$ cat src/rtl/seq_shift_add_multiplier.sv
// seq_shift_add_multiplier
//   Iterative shift-and-add multiplier next to the datapath register file.
//   A start strobe carrying OPCODE latches two operands from the packed bank.
//   The block retires one multiplier bit per clock and presents a 2*WIDTH
//   product with a busy/done handshake. dataout holds between operations.
//
// Ports
//   clk          rising-edge clock
//   rst_n        asynchronous active-low reset
//   start        launch request (accepted only in IDLE with ctrl == OPCODE)
//   ctrl         4-bit operation code
//   regs         packed bank, register k = regs[k*WIDTH +: WIDTH]
//   sel_a        multiplier register index
//   sel_b        multiplicand register index
//   signed_mode  1 = two's-complement operands/result, 0 = unsigned
//   dataout      product of the last completed operation
//   busy         high from the accept edge through the done cycle
//   done         one-cycle pulse when dataout updates
module seq_shift_add_multiplier #(
    parameter int          WIDTH  = 8,
    parameter int          NREG   = 4,
    parameter logic [3:0]  OPCODE = 4'b1010,
    localparam int         SW     = $clog2(NREG),
    localparam int         CW     = (WIDTH > 2) ? $clog2(WIDTH) : 1
) (
    input  logic                  clk,
    input  logic                  rst_n,
    input  logic                  start,
    input  logic [3:0]            ctrl,
    input  logic [NREG*WIDTH-1:0] regs,
    input  logic [SW-1:0]         sel_a,
    input  logic [SW-1:0]         sel_b,
    input  logic                  signed_mode,
    output logic [2*WIDTH-1:0]    dataout,
    output logic                  busy,
    output logic                  done
);

    typedef enum logic [1:0] {IDLE, RUN, DONE} state_t;

    state_t                 state_q;
    logic [WIDTH-1:0]       a_q, b_q;
    logic [2*WIDTH-1:0]     acc_q, acc_d;
    logic [CW-1:0]          cnt_q;
    logic                   neg_q;
    logic [2*WIDTH-1:0]     dataout_q;
    logic                   busy_q, done_q;

    logic [NREG-1:0][WIDTH-1:0] bank;
    logic [WIDTH-1:0]       a_sel, b_sel;
    logic [2*WIDTH-1:0]     b_shift;

    // Magnitude of a possibly-negative operand. An unsigned WIDTH-bit field
    // already holds 2^(WIDTH-1), so -2^(WIDTH-1) maps to itself exactly.
    function automatic logic [WIDTH-1:0] mag(input logic [WIDTH-1:0] x,
                                             input logic             s);
        return (s && x[WIDTH-1]) ? (~x + 1'b1) : x;
    endfunction

    assign bank    = regs;
    assign a_sel   = bank[sel_a];
    assign b_sel   = bank[sel_b];
    assign b_shift = {{WIDTH{1'b0}}, b_q} << cnt_q;
    assign acc_d   = a_q[0] ? (acc_q + b_shift) : acc_q;

    always_ff @(posedge clk or negedge rst_n) begin
        if (!rst_n) begin
            state_q   <= IDLE;
            a_q       <= '0;
            b_q       <= '0;
            acc_q     <= '0;
            cnt_q     <= '0;
            neg_q     <= 1'b0;
            dataout_q <= '0;
            busy_q    <= 1'b0;
            done_q    <= 1'b0;
        end else begin
            case (state_q)
                IDLE: begin
                    done_q <= 1'b0;
                    if (start && ctrl == OPCODE) begin
                        a_q     <= mag(a_sel, signed_mode);
                        b_q     <= mag(b_sel, signed_mode);
                        neg_q   <= signed_mode & (a_sel[WIDTH-1] ^ b_sel[WIDTH-1]);
                        acc_q   <= '0;
                        cnt_q   <= '0;
                        busy_q  <= 1'b1;
                        state_q <= RUN;
                    end else begin
                        busy_q  <= 1'b0;
                    end
                end
                RUN: begin
                    acc_q <= acc_d;
                    a_q   <= a_q >> 1;
                    cnt_q <= cnt_q + 1'b1;
                    if (cnt_q == CW'(WIDTH - 1))
                        state_q <= DONE;
                end
                DONE: begin
                    // Negating zero yields zero, so no negative-zero case.
                    dataout_q <= neg_q ? (~acc_q + 1'b1) : acc_q;
                    done_q    <= 1'b1;
                    state_q   <= IDLE;
                end
                default: state_q <= IDLE;
            endcase
        end
    end

    assign dataout = dataout_q;
    assign busy    = busy_q;
    assign done    = done_q;

endmodule

$ cat config.mk
export PLATFORM = sky130hd
export DESIGN_NAME = seq_shift_add_multiplier
export DESIGN_NICKNAME = d
export VERILOG_FILES = /design/src/rtl/seq_shift_add_multiplier.sv
export SDC_FILE = /design/constraint.sdc
export NUM_CORES = 1
export LEC_CHECK = 0
export BUFFER_PORTS_ARGS = -buffer_cell sky130_fd_sc_hd__buf_2
export CELL_PAD_IN_SITES_DETAIL_PLACEMENT = 1
export CELL_PAD_IN_SITES_GLOBAL_PLACEMENT = 2
export CORE_MARGIN = 2
export CORE_UTILIZATION = 29
export CTS_BUF_LIST = sky130_fd_sc_hd__clkbuf_8
export CTS_CLUSTER_SIZE = 12
export DETAILED_ROUTE_END_ITERATION = 10
export GPL_ROUTABILITY_DRIVEN = 0
export PLACE_DENSITY_LB_ADDON = 0.1
export SKIP_LAST_GASP = 1
export SLEW_MARGIN = 5
export SYNTH_ARGS = -nofsm -noshare
export SYNTH_HDL_FRONTEND = slang
export SYNTH_SLANG_ARGS = --single-unit
$ cat constraint.sdc
create_clock -name clk -period 6.4 [get_ports clk]
set_input_delay 0.32 -clock clk [delete_from_list [all_inputs] [get_ports clk]]
set_output_delay 0.32 -clock clk [all_outputs]
set_load 0.02 [all_outputs]
Word-level counts from Yosys, hierarchy flattened
Index checks and enable logic that the tools add are counted.
{"block": "word_totals", "output_inout_bits": 18, "elab_cells": 58, "in_bits": 44, "regBits": 56}
{"block": "op_classes", "n_shift": 1, "reduce_logical": 10, "n_addsub": 5, "order_cmp": 2, "eq_ne": 7, "n_mux": 19, "bitwise_logic": 5}
{"op": "2-to-1 mux 16 bit", "n": 3}
{"op": "2-to-1 mux 8 bit", "n": 5}
{"op": "binary-select mux 8 bit (select 2 bit)", "n": 2}
{"op": "one-hot mux 16 bit (2 select lines)", "n": 1}
{"op": "adder 16 x 1 -> 16 bit (second input constant)", "n": 1}
{"op": "adder 16 bit", "n": 1}
{"op": "adder 8 x 1 -> 8 bit (second input constant)", "n": 2}
{"op": "inverter 16 bit", "n": 1}
{"op": "inverter 8 bit", "n": 2}
{"op": "one-hot mux 8 bit (2 select lines)", "n": 1}
{"op": "left shift 8 x 3 -> 16 bit", "n": 1}
{"op": "less-than comparator 2 x 3 -> 1 bit (second input constant)", "n": 2}
{"op": "!= test 2 bit (second input constant)", "n": 3}
{"op": "one-hot mux 3 bit (2 select lines)", "n": 1}
{"op": "AND reduction 2 bit", "n": 3}
{"op": "== test 4 bit (second input constant)", "n": 1}
{"op": "2-to-1 mux 2 bit", "n": 2}
{"op": "one-hot mux 2 bit (2 select lines)", "n": 1}
{"op": "nonzero test 2 bit", "n": 2}
{"op": "adder 3 x 1 -> 3 bit (second input constant)", "n": 1}
{"op": "== test 3 bit (second input constant)", "n": 1}
{"op": "logical AND 1 bit", "n": 3}
{"op": "2-to-1 mux 3 bit", "n": 1}
{"op": "AND reduction 3 bit", "n": 1}
{"op": "other kinds (7)", "n": 7}

Depth between registers and ports, before layout
Gate-level depths: netlist of the first run.
{"block": "logic_depth", "word_depth": 7, "mapped_depth": 13, "depth_no_buf": 12}

Worst setup path after synthesis of the first run
OpenSTA, ideal clock, no wires.
{"block": "synth_path", "path_type": "register to register", "startpoint": "register cnt_q[0]", "endpoint": "register acc_q[15]", "required_ns": 6.265, "stages_incl_launch_ff": 12, "arrival_time_ns": 2.821, "n_path_buf": 1, "synth_period_minus_slack_ns": 2.956, "setup_ns": 0.135, "slack_ns": 3.444, "cell_sequence": "dfrtp_1 -> clkbuf_1 -> mux2_2 -> o21ai_0 -> o22ai_1 -> ha_1 -> a21oi_1 -> o211ai_1 -> a31oi_1 -> nor2_1 -> a221oi_1 -> o31ai_1"}
{"block": "synth_via", "elab_chain_cells": 4}
{"item": "start: declaration", "line_no": "44", "rtl": "logic [CW-1:0] cnt_q;"}
{"item": "start signal: assignment", "line_no": "96", "rtl": "cnt_q <= cnt_q + 1'b1;"}
{"item": "left shift 8 x 3 -> 16 bit", "line_no": "63", "rtl": "assign b_shift = {{WIDTH{1'b0}}, b_q} << cnt_q;"}
{"item": "adder 16 bit", "line_no": "64", "rtl": "assign acc_d = a_q[0] ? (acc_q + b_shift) : acc_q;"}
{"item": "2-to-1 mux 16 bit", "line_no": "64"}
{"item": "one-hot mux 16 bit (2 select lines)", "line_no": "78", "rtl": "case (state_q)"}
{"item": "end signal: assignment", "line_no": "71", "rtl": "acc_q <= '0;"}
{"item": "end signal: assignment", "line_no": "85", "rtl": "acc_q <= '0;"}
{"item": "end signal: assignment", "line_no": "94", "rtl": "acc_q <= acc_d;"}
{"item": "end: declaration", "line_no": "43", "rtl": "logic [2*WIDTH-1:0] acc_q, acc_d;"}
Every way passes these cells. The select of a mux whose other input is x is not followed.
A chain may end at the register's enable or synchronous reset.

Worst setup path after layout of the first run
{"block": "layout_path", "startpoint": "register cnt_q[0]", "endpoint": "register acc_q[11]"}
Same word-level chain as after synthesis.

==> flow_summary.toml, run 1 <==
[placed_design]
portBuffers = 61
postPlaceCellArea_um2 = 4530
hpwlAfterDp_um = 8990
place_ws_ns = 3.09

[synthesis]
yosysSeqAreaShare = 0.345
synth_top_area_cell = "dfrtp_1"
synthFlopType = "dfrtp_1"
synth_top_area_frac = 0.345
synth_most_common_cell = "nand2_1"
synth_seq_cells = 56
synth_cell_types = 49
synthTopCellsByCount = "nand2_1 (64), o21ai_0 (59), dfrtp_1 (56)"
syn_nets = 512
mappedNetlistArea_um2 = 4070
avgSynthCellArea_um2 = 9.09
synth_enable_flop_cells = 0
async_reset_ff_frac = 1.00
yosysWarnings = 0
syn_inst = 447
synth.area.top_cells = "dfrtp_1 (34%), mux4_2 (9.4%), o21ai_0 (7.3%)"

[detailed_routing]
drc = 0
drt_iter0_drc = 130
wl_um = 11500
first_pass_iters = 4
viasPerCell = 5.17
antenna_left = 0
vias = 3493
routedWlPerCell_um = 17.0

[sta]
rsz0062_at_grt = "no"
clock_skew_ns = 0.00597
period_needed_ns = 3.34
max_freq_mhz = 299
setup_slack_ns = 3.06
period_share = 0.522
hold_viol_final = 0
worst_pin_slew_ns = 0.984
timing.setup.tns_ns = 0
finalMaxSlewViolations = 0
setup_viol = 0
slew_headroom = 0.344

[global_routing]
grt_antenna_before_repair = 0
grt_pass1_vias = 3637
grt_max_degree = 57
grt-ovfl-total = 0
grt_pass1_wl_um = 19400
track_usage = 0.165

[layout]
design_area_um2 = 4610
nets = 560
drive_gt1_frac = 0.192
syn_to_final_growth_pct = 13.5
num_antenna_cells = 0

[die]
die-area_um2 = 15000
fp.dieH_um = 122
fp.dieW_um = 122
fp-row-count = 43
ioPinCount = 62
design.core.area_um2 = 13800
initial_core_util = 0.295

[worst_setup_path]
r2r_start = "cnt_q[0]"
critPathMaxFanout = 12
cp.required_ns = 6.59
path_delay_family = "compound AO/OA/AOI/OAI gates"
crit_path_end_kind = "flip-flop"
cp_cell_sequence = "mux2_2 > o21ai_0 > o22ai_1 > ha_1 > a21oi_1 > o211ai_1 > a31oi_1 > o21a_1 > xor2_1 > o21ai_0"
arrival_ns = 3.53
max_stage_delay_ns = 0.62
crit_start = "cnt_q[0]"
slowest_stage = "dfrtp_1"
crit_top_cell = "o21ai_0"
path_buf_inv = 0
start_kind = "flip-flop"
path_class = "reg -> reg"

[pwr]
combPwrFrac = 0.536
p_sw_frac = 0.483
seqPwrFrac = 0.353
p_int_mw = 0.976
vdd_ir_drop_max_uv = 108
finalPower_mw = 1.89
p_leak_nw = 2.06
p_sw_mw = 0.912
clkPwrFrac = 0.111
power_density_nw_per_um2 = 409

[clock_network]
cts_sinks = 56
clk_latency_ns = 0.33
hold_buffers = 0
numCtsBuffers = 5
cts_setup_buffers = 0
ctsRootBufferMaster = "clkbuf_8"
cts_tree = "yes"
clk_path_buf_depth = 2
cts.clk_slew.worst_paths_ns = 0.11
cts.htree.levels = 2
postCtsResizedCells = 0

[outcome]
outcome = "complete, no violations"

[min_path]
hp-class = "in -> async"

[run]
drv_cap = 0
-- cell families after synthesis --
family | count (synthesis) | share of synthesized area
mux | 31 | 0.130
simple gates | 147 | 0.168
compound gates | 123 | 0.183
xor+xnor | 35 | 0.0754
buf+inv | 34 | 0.0320
fa+ha+maj | 21 | 0.0665
flops | 56 | 0.345
-- metal layers --
layer,vias to the layer above,wire length [um],GRT usage
met3,13,343,0.0228
met5,-,0,0
met4,0,191,0.0510
met1,1702,5860,0.237
li1,1720,-,-
met2,58,5120,0.258
-- placed cells by master, fill, tap and decap left out, drive strengths merged, types with 6 or more instances in the layout --
master,n
a21oi,17
a22oi,8
buf,63
dfrtp,56
ha,20
inv,13
mux2i,9
mux4,17
nand2,64
nand2b,7
nand3,14
nor2,29
nor3,6
o21ai,60
o31ai,7
xnor2,15
xor2,20
-- path summary, 6_finish.rpt --
check / endpoint / slack, ns / cells past startpoint
max reg2reg: acc_q[11] / 3.06 / 10
max in group asynchronous: dataout[13] / 5.78 / 2
max: acc_q[11] / 3.06 / 10
min: done / 0.11 / 2
min in group clk: a_q[7] / 0.24 / 2
min reg2reg: dataout[2] / 0.48 / 2
-- stage by stage --
step           std cells  utilization  hold slack [ns]
6_report             676        0.335            0.111
5_1_grt              676        0.335            0.160
4_1_cts              676        0.335            0.134
3_5_place_dp         668        0.329            0.464
3_3_place_gp         668        0.329            0.456
2_1_floorplan        447            -           0.0244
-- power by group through the flow --
stage	clock (mW)	combinational, mW	sequential (mW)
floorplan	0	0.749	0.636
global placement	0	1.01	0.672
detailed placement	0	1.02	0.676
CTS	0.223	1.03	0.668
global route	0.232	1.16	0.696
finish	0.210	1.01	0.666
-- worst reg2reg max path, cell delays in order (launching register included) --
cell	delay [ns]
dfrtp_1	0.62
mux2_2	0.40
o21ai_0	0.21
o22ai_1	0.12
ha_1	0.37
a21oi_1	0.27
o211ai_1	0.22
a31oi_1	0.49
o21a_1	0.24
xor2_1	0.15
o21ai_0	0.10
-- area by class of cell --
type,count,area [um2]
clock buffer,5,68.8
clock inverter,3,20.0
fill,1659,9160
inverter,12,45.0
multi-input combinational,357,2530
sequential,56,1400
tap,180,225
timing repair buffer,63,320
-- state kept, by name, indices dropped and copies added (netlist names) --
signal,cells
neg_q,1
state_q,2
b_q,8
cnt_q,3
busy,1
a_q,8
dataout,16
acc_q,16
done,1
(Power assumes the default switching activity.)
==> inputs of run 2 (changes only) <==
--- a/config.mk
+++ b/config.mk
@@ -5,6 +5,7 @@
 export SDC_FILE = /design/constraint.sdc
 export NUM_CORES = 1
 export LEC_CHECK = 0
+export ABC_AREA = 1
 export BUFFER_PORTS_ARGS = -buffer_cell sky130_fd_sc_hd__buf_2
 export CELL_PAD_IN_SITES_DETAIL_PLACEMENT = 1
 export CELL_PAD_IN_SITES_GLOBAL_PLACEMENT = 2
==> constraint.sdc (replaced) <==
create_clock -name clk -period 3.4 [get_ports clk]
set_input_delay 0.17 -clock clk [delete_from_list [all_inputs] [get_ports clk]]
set_output_delay 0.17 -clock clk [all_outputs]
set_load 0.02 [all_outputs]
==> flow_summary.toml, run 2 <==
[sta]
period_needed_ns = 2.90
rsz0062_at_grt = "no"
clock_skew_ns = 0.0100
hold_viol_final = 0
max_freq_mhz = 345
slew_headroom = 0.518
period_share = 0.854
timing.setup.tns_ns = 0
setup_viol = 0
finalMaxSlewViolations = 0
worst_pin_slew_ns = 0.721

[die]
ioPinCount = 62
fp-row-count = 46
die-area_um2 = 17100
initial_core_util = 0.295
fp.dieH_um = 131
design.core.area_um2 = 15800
fp.dieW_um = 131

[clock_network]
numCtsBuffers = 5
cts_tree = "yes"
cts.clk_slew.worst_paths_ns = 0.11
ctsRootBufferMaster = "clkbuf_8"
cts.htree.levels = 2
clk_path_buf_depth = 2
cts_setup_buffers = 0
clk_latency_ns = 0.33
cts_sinks = 56

[pwr]
p_sw_frac = 0.527
p_leak_nw = 2.71
p_sw_mw = 2.06
clkPwrFrac = 0.103
seqPwrFrac = 0.314
combPwrFrac = 0.584
p_int_mw = 1.85
vdd_ir_drop_max_uv = 229
power_density_nw_per_um2 = 748

[worst_setup_path]
max_stage_delay_ns = 0.60
cp.required_ns = 3.61
path_delay_family = "simple AND/OR/NAND/NOR gates"
crit_top_cell = "nand2_1"
slowest_stage = "dfrtp_1"
path_class = "reg -> reg"
start_kind = "flip-flop"
path_buf_inv = 2
r2r_start = "cnt_q[0]"
critPathMaxFanout = 13
crit_path_end_kind = "flip-flop"
arrival_ns = 3.11
crit_start = "cnt_q[0]"
cp_cell_sequence = "clkinv_1 > nand2_1 > nand2_1 > o21ai_0 > mux2i_1 > ha_1 > a21oi_1 > inv_1 > nor2_1 > nand2_1 > or2_2 > nand3_1 > o21ai_0"

[detailed_routing]
routedWlPerCell_um = 15.2
drc = 0
viasPerCell = 4.78
wl_um = 14700
vias = 4629
first_pass_iters = 4
antenna_left = 0
drt_iter0_drc = 166

[synthesis]
mappedNetlistArea_um2 = 4670
yosysSeqAreaShare = 0.300
synth_top_area_cell = "dfrtp_1"
synth_enable_flop_cells = 0
async_reset_ff_frac = 1.00
syn_nets = 763
synth_seq_cells = 56
avgSynthCellArea_um2 = 6.69
yosysWarnings = 0
synth_cell_types = 41
synth_most_common_cell = "nand2_1"
synth_top_area_frac = 0.300
synthFlopType = "dfrtp_1"
synthTopCellsByCount = "nand2_1 (254), nand3_1 (72), dfrtp_1 (56)"
syn_inst = 698
synth.area.top_cells = "dfrtp_1 (30%), nand2_1 (20%), nand3_1 (7.7%)"

[global_routing]
grt_max_degree = 36
grt_pass1_vias = 4871
grt-ovfl-total = 0
grt_pass1_wl_um = 24600
track_usage = 0.181
grt_antenna_before_repair = 0

[min_path]
hp-class = "in -> reg"
worstHoldStart = "signed_mode"

[layout]
fin_util = 0.330
final-seq-area_um2 = 1400
drive_gt1_frac = 0.165
num_antenna_cells = 0
nets = 816
nFillCells = 2074
multi_input_area_um2 = 2880
final_cell_mix = "nand2_1 (254), nand3_1 (72), buf_2 (61)"
layout_commonest_cell = "nand2_1"
syn_to_final_growth_pct = 12.0

[run]
drv_cap = 0

[outcome]
outcome = "complete, no violations"

[placed_design]
portBuffers = 61
hpwlAfterDp_um = 12100
[run 2: repair_timing]
action / CTS / global route
resized for setup: 0 / 0
hold buffers: 1 / 0
hold endpoints to repair: 21 / 0
[run 2: cell type report]
| class | instances | area share |
|---|---|---|
| multi-input combinational | 559 | 0.552 |
| sequential | 56 | 0.268 |
| timing repair buffer | 63 | 0.0618 |
| tap | 216 | 0.0517 |
| inverter | 66 | 0.0503 |
| clock buffer | 5 | 0.0132 |
| clock inverter | 3 | 0.00335 |
[run 2: cell families (layout without fill, tap and decap cells)]
kind of cell,after synthesis,count (layout),synth area share
AO/OA/AOI/OAI,93,93,0.114
XOR/XNOR,11,11,0.0206
adder cells (fa/ha/maj),21,21,0.0579
buffers and inverters,83,137,0.0820
flip-flops,56,56,0.300
multiplexers,3,3,0.00643
AND/OR/NAND/NOR,431,431,0.419
[run 2: worst paths after layout]
kind,endpoint,slack [ns],cells after the start
max,acc_q[8],0.50,13
min,b_q[7],0.20,4
max reg2reg,acc_q[8],0.50,13
min reg2reg,dataout[12],0.48,2
max in group asynchronous,b_q[1],2.13,3
min in group asynchronous,dataout[13],0.37,2
[run 2: worst reg2reg max path: cells and delay by family, from the launching register on]
kind                       cells  cell delay, ns
AOI/OAI and AO/OA              3            0.56
and+or+nand+nor                6            0.71
muxes                          1            0.16
DFF                            1            0.60
buffers and inverters          2            0.38
adders and majority gates      1            0.38
[run 2: metrics by stage]
stage	cell area, um2	setup WS [ns]	std cells	hold slack [ns]	total power, mW
final	5230	0.497	968	0.197	3.91
after global routing	5230	0.195	968	0.226	4.35
after CTS	5230	0.542	968	0.190	3.98
after detailed placement	5130	0.550	959	0.200	3.55
after global placement	5130	0.706	959	0.189	3.49
after floorplan	4670	1.16	698	-0.126	2.87
[run 2: routing by layer]
layer,share of wire,track usage,up-vias
met5,0,0,-
met4,0.014,0.0407,0
met2,0.53,0.361,63
met1,0.43,0.208,2183
met3,0.019,0.0155,10
li1,-,-,2373
[run 2: power groups by stage]
stage / Combinational (mW) / Sequential (mW) / Clock [mW]
detailed placement: 2.30 / 1.25 / 0
floorplan: 1.66 / 1.21 / 0
global route: 2.63 / 1.27 / 0.445
global placement: 2.25 / 1.24 / 0
CTS: 2.32 / 1.23 / 0.426
finish: 2.28 / 1.23 / 0.401
==> inputs of run 3 (changes only) <==
--- a/config.mk
+++ b/config.mk
@@ -5,7 +5,7 @@
 export SDC_FILE = /design/constraint.sdc
 export NUM_CORES = 1
 export LEC_CHECK = 0
-export ABC_AREA = 1
+export ABC_AREA = 0
 export BUFFER_PORTS_ARGS = -buffer_cell sky130_fd_sc_hd__buf_2
 export CELL_PAD_IN_SITES_DETAIL_PLACEMENT = 1
 export CELL_PAD_IN_SITES_GLOBAL_PLACEMENT = 2
==> flow_summary.toml, run 3 (synthesis results as in run 1) <==
[outcome]
outcome = "complete, no violations"

[worst_setup_path]
start_kind = "flip-flop"
arrival_ns = 3.30
regToRegSetupSlack_ns = 0.33
reg2regPathDepth = 12
critPathMaxFanout = 7
crit_start = "cnt_q[0]"
r2r_start = "cnt_q[0]"
cp.required_ns = 3.63
worstReg2RegEnd = "acc_q[15]"
path_class = "reg -> reg"
crit_path_end_kind = "flip-flop"

[min_path]
whs_path_depth = 2
hp-class = "in -> reg"
worstHoldStart = "signed_mode"
holdPathEnd = "a_q[7]"

[layout]
syn_to_final_growth_pct = 14.3
num_antenna_cells = 0
drive_gt1_frac = 0.196
fin_util = 0.337
nets = 563
layout_commonest_cell = "nand2_1"
final_cell_mix = "nand2_1 (64), buf_2 (61), o21ai_0 (59)"

[clock_network]
cts.htree.levels = 2
cts_setup_buffers = 0
cts_sinks = 56
ctsRootBufferMaster = "clkbuf_8"
cts.clk_slew.worst_paths_ns = 0.11
clk_path_buf_depth = 2
numCtsBuffers = 5
cts_tree = "yes"
clk_latency_ns = 0.33

[run]
drv_cap = 0

[pwr]
finalPower_mw = 3.56
vdd_ir_drop_max_uv = 207
power_density_nw_per_um2 = 767
p_leak_nw = 2.07

[sta]
max_freq_mhz = 326
slew_headroom = 0.346
fin_hold_ws_ns = 0.105
period_share = 0.902
hold_viol_final = 0
worst_pin_slew_ns = 0.981
period_needed_ns = 3.07
clock_skew_ns = 0.0123
setup_viol = 0
finalMaxSlewViolations = 0

[die]
fp.dieH_um = 122
die-area_um2 = 15000
initial_core_util = 0.295
fp-row-count = 43
design.core.area_um2 = 13800
ioPinCount = 62
fp.dieW_um = 122

[detailed_routing]
vias = 3476
first_pass_iters = 4
drc = 0
routedWlPerCell_um = 16.7
drt_iter0_drc = 118
wl_um = 11400
viasPerCell = 5.12
antenna_left = 0

[placed_design]
portBuffers = 61
hpwlAfterDp_um = 9230

[global_routing]
grt_pass1_vias = 3640
grt_antenna_before_repair = 0
grt_pass1_wl_um = 19500
track_usage = 0.166
grt_max_degree = 39
grt-ovfl-total = 0
==> run 3: cell types whose count changed in the layout (fill, tap and decap cells not counted), moves of 11 or more <==
cell	previous run	this run
inv_1	53	13
mux4_2	0	17
nand2_1	254	64
nand2_2	17	0
nand3_1	72	14
nand3_2	12	0
nor2_1	45	29
o21ai_0	38	59
o21ai_1	12	1
xnor2_1	2	15
xor2_1	9	20
==> run 3: per-layer routing <==
layer | vias to the layer above | share of wire | GRT usage
li1 | 1724 | - | -
met1 | 1693 | 0.51 | 0.241
met2 | 52 | 0.45 | 0.263
met3 | 7 | 0.033 | 0.0270
met4 | 0 | 0.0072 | 0.0280
met5 | - | 0 | 0
==> run 3: what timing repair did <==
| action | 4_1_cts | 5_1_grt |
|---|---|---|
| hold buffers | 1 | 0 |
| endpoints found under the hold margin | 37 | 0 |
| resized for setup | 0 | 1 |
| endpoints found under the setup margin | 0 | 2 |
==> run 3: per-stage QoR <==
step / area, um2 / setup TNS [ns] / setup slack (ns) / std cells
5_1_grt: 4650 / -0.00823 / -0.00823 / 679
6_report: 4650 / 0 / 0.334 / 679
4_1_cts: 4640 / 0 / 0.239 / 679
2_1_floorplan: 4070 / 0 / 0.444 / 447
3_5_place_dp: 4540 / 0 / 0.244 / 670
3_3_place_gp: 4540 / 0 / 0.383 / 670
==> run 3: final cells by class <==
| type | instances | area [um2] |
|---|---|---|
| Fill cell | 1653 | 9130 |
| Inverter | 12 | 45.0 |
| Clock inverter | 3 | 20.0 |
| Sequential cell | 56 | 1400 |
| Tap cell | 180 | 225 |
| Timing Repair Buffer | 66 | 345 |
| Clock buffer | 5 | 68.8 |
| Multi-Input combinational cell | 357 | 2540 |
==> run 3: power by group <==
group	leakage [nW]	switching (mW)	internal, mW
clock network	0.0455	0.245	0.145
registers	0.688	0.334	0.912
logic	1.34	1.13	0.800
==> run 3: worst max-delay path: stages (launching register included) <==
cell and delay, ns:
dfrtp_1 0.49, buf_4 0.20, mux2i_1 0.24, nand2_1 0.07, o21ai_0 0.12, o22ai_1 0.13
ha_1 0.36, a21oi_1 0.27, o211ai_1 0.24, a31oi_2 0.36, o21a_1 0.21, nor2_1 0.05
o31ai_1 0.23
==> run 3: worst max-delay path by stage <==
stage           endpoint  slack (ns)  cells past startpoint
2_1_floorplan  acc_q[15]        0.44                     11
3_3_place_gp   acc_q[11]        0.38                     12
3_5_place_dp   acc_q[15]        0.24                     12
4_1_cts        acc_q[15]        0.24                     12
5_1_grt        acc_q[14]      -0.008                     12
6_report       acc_q[15]        0.33                     12
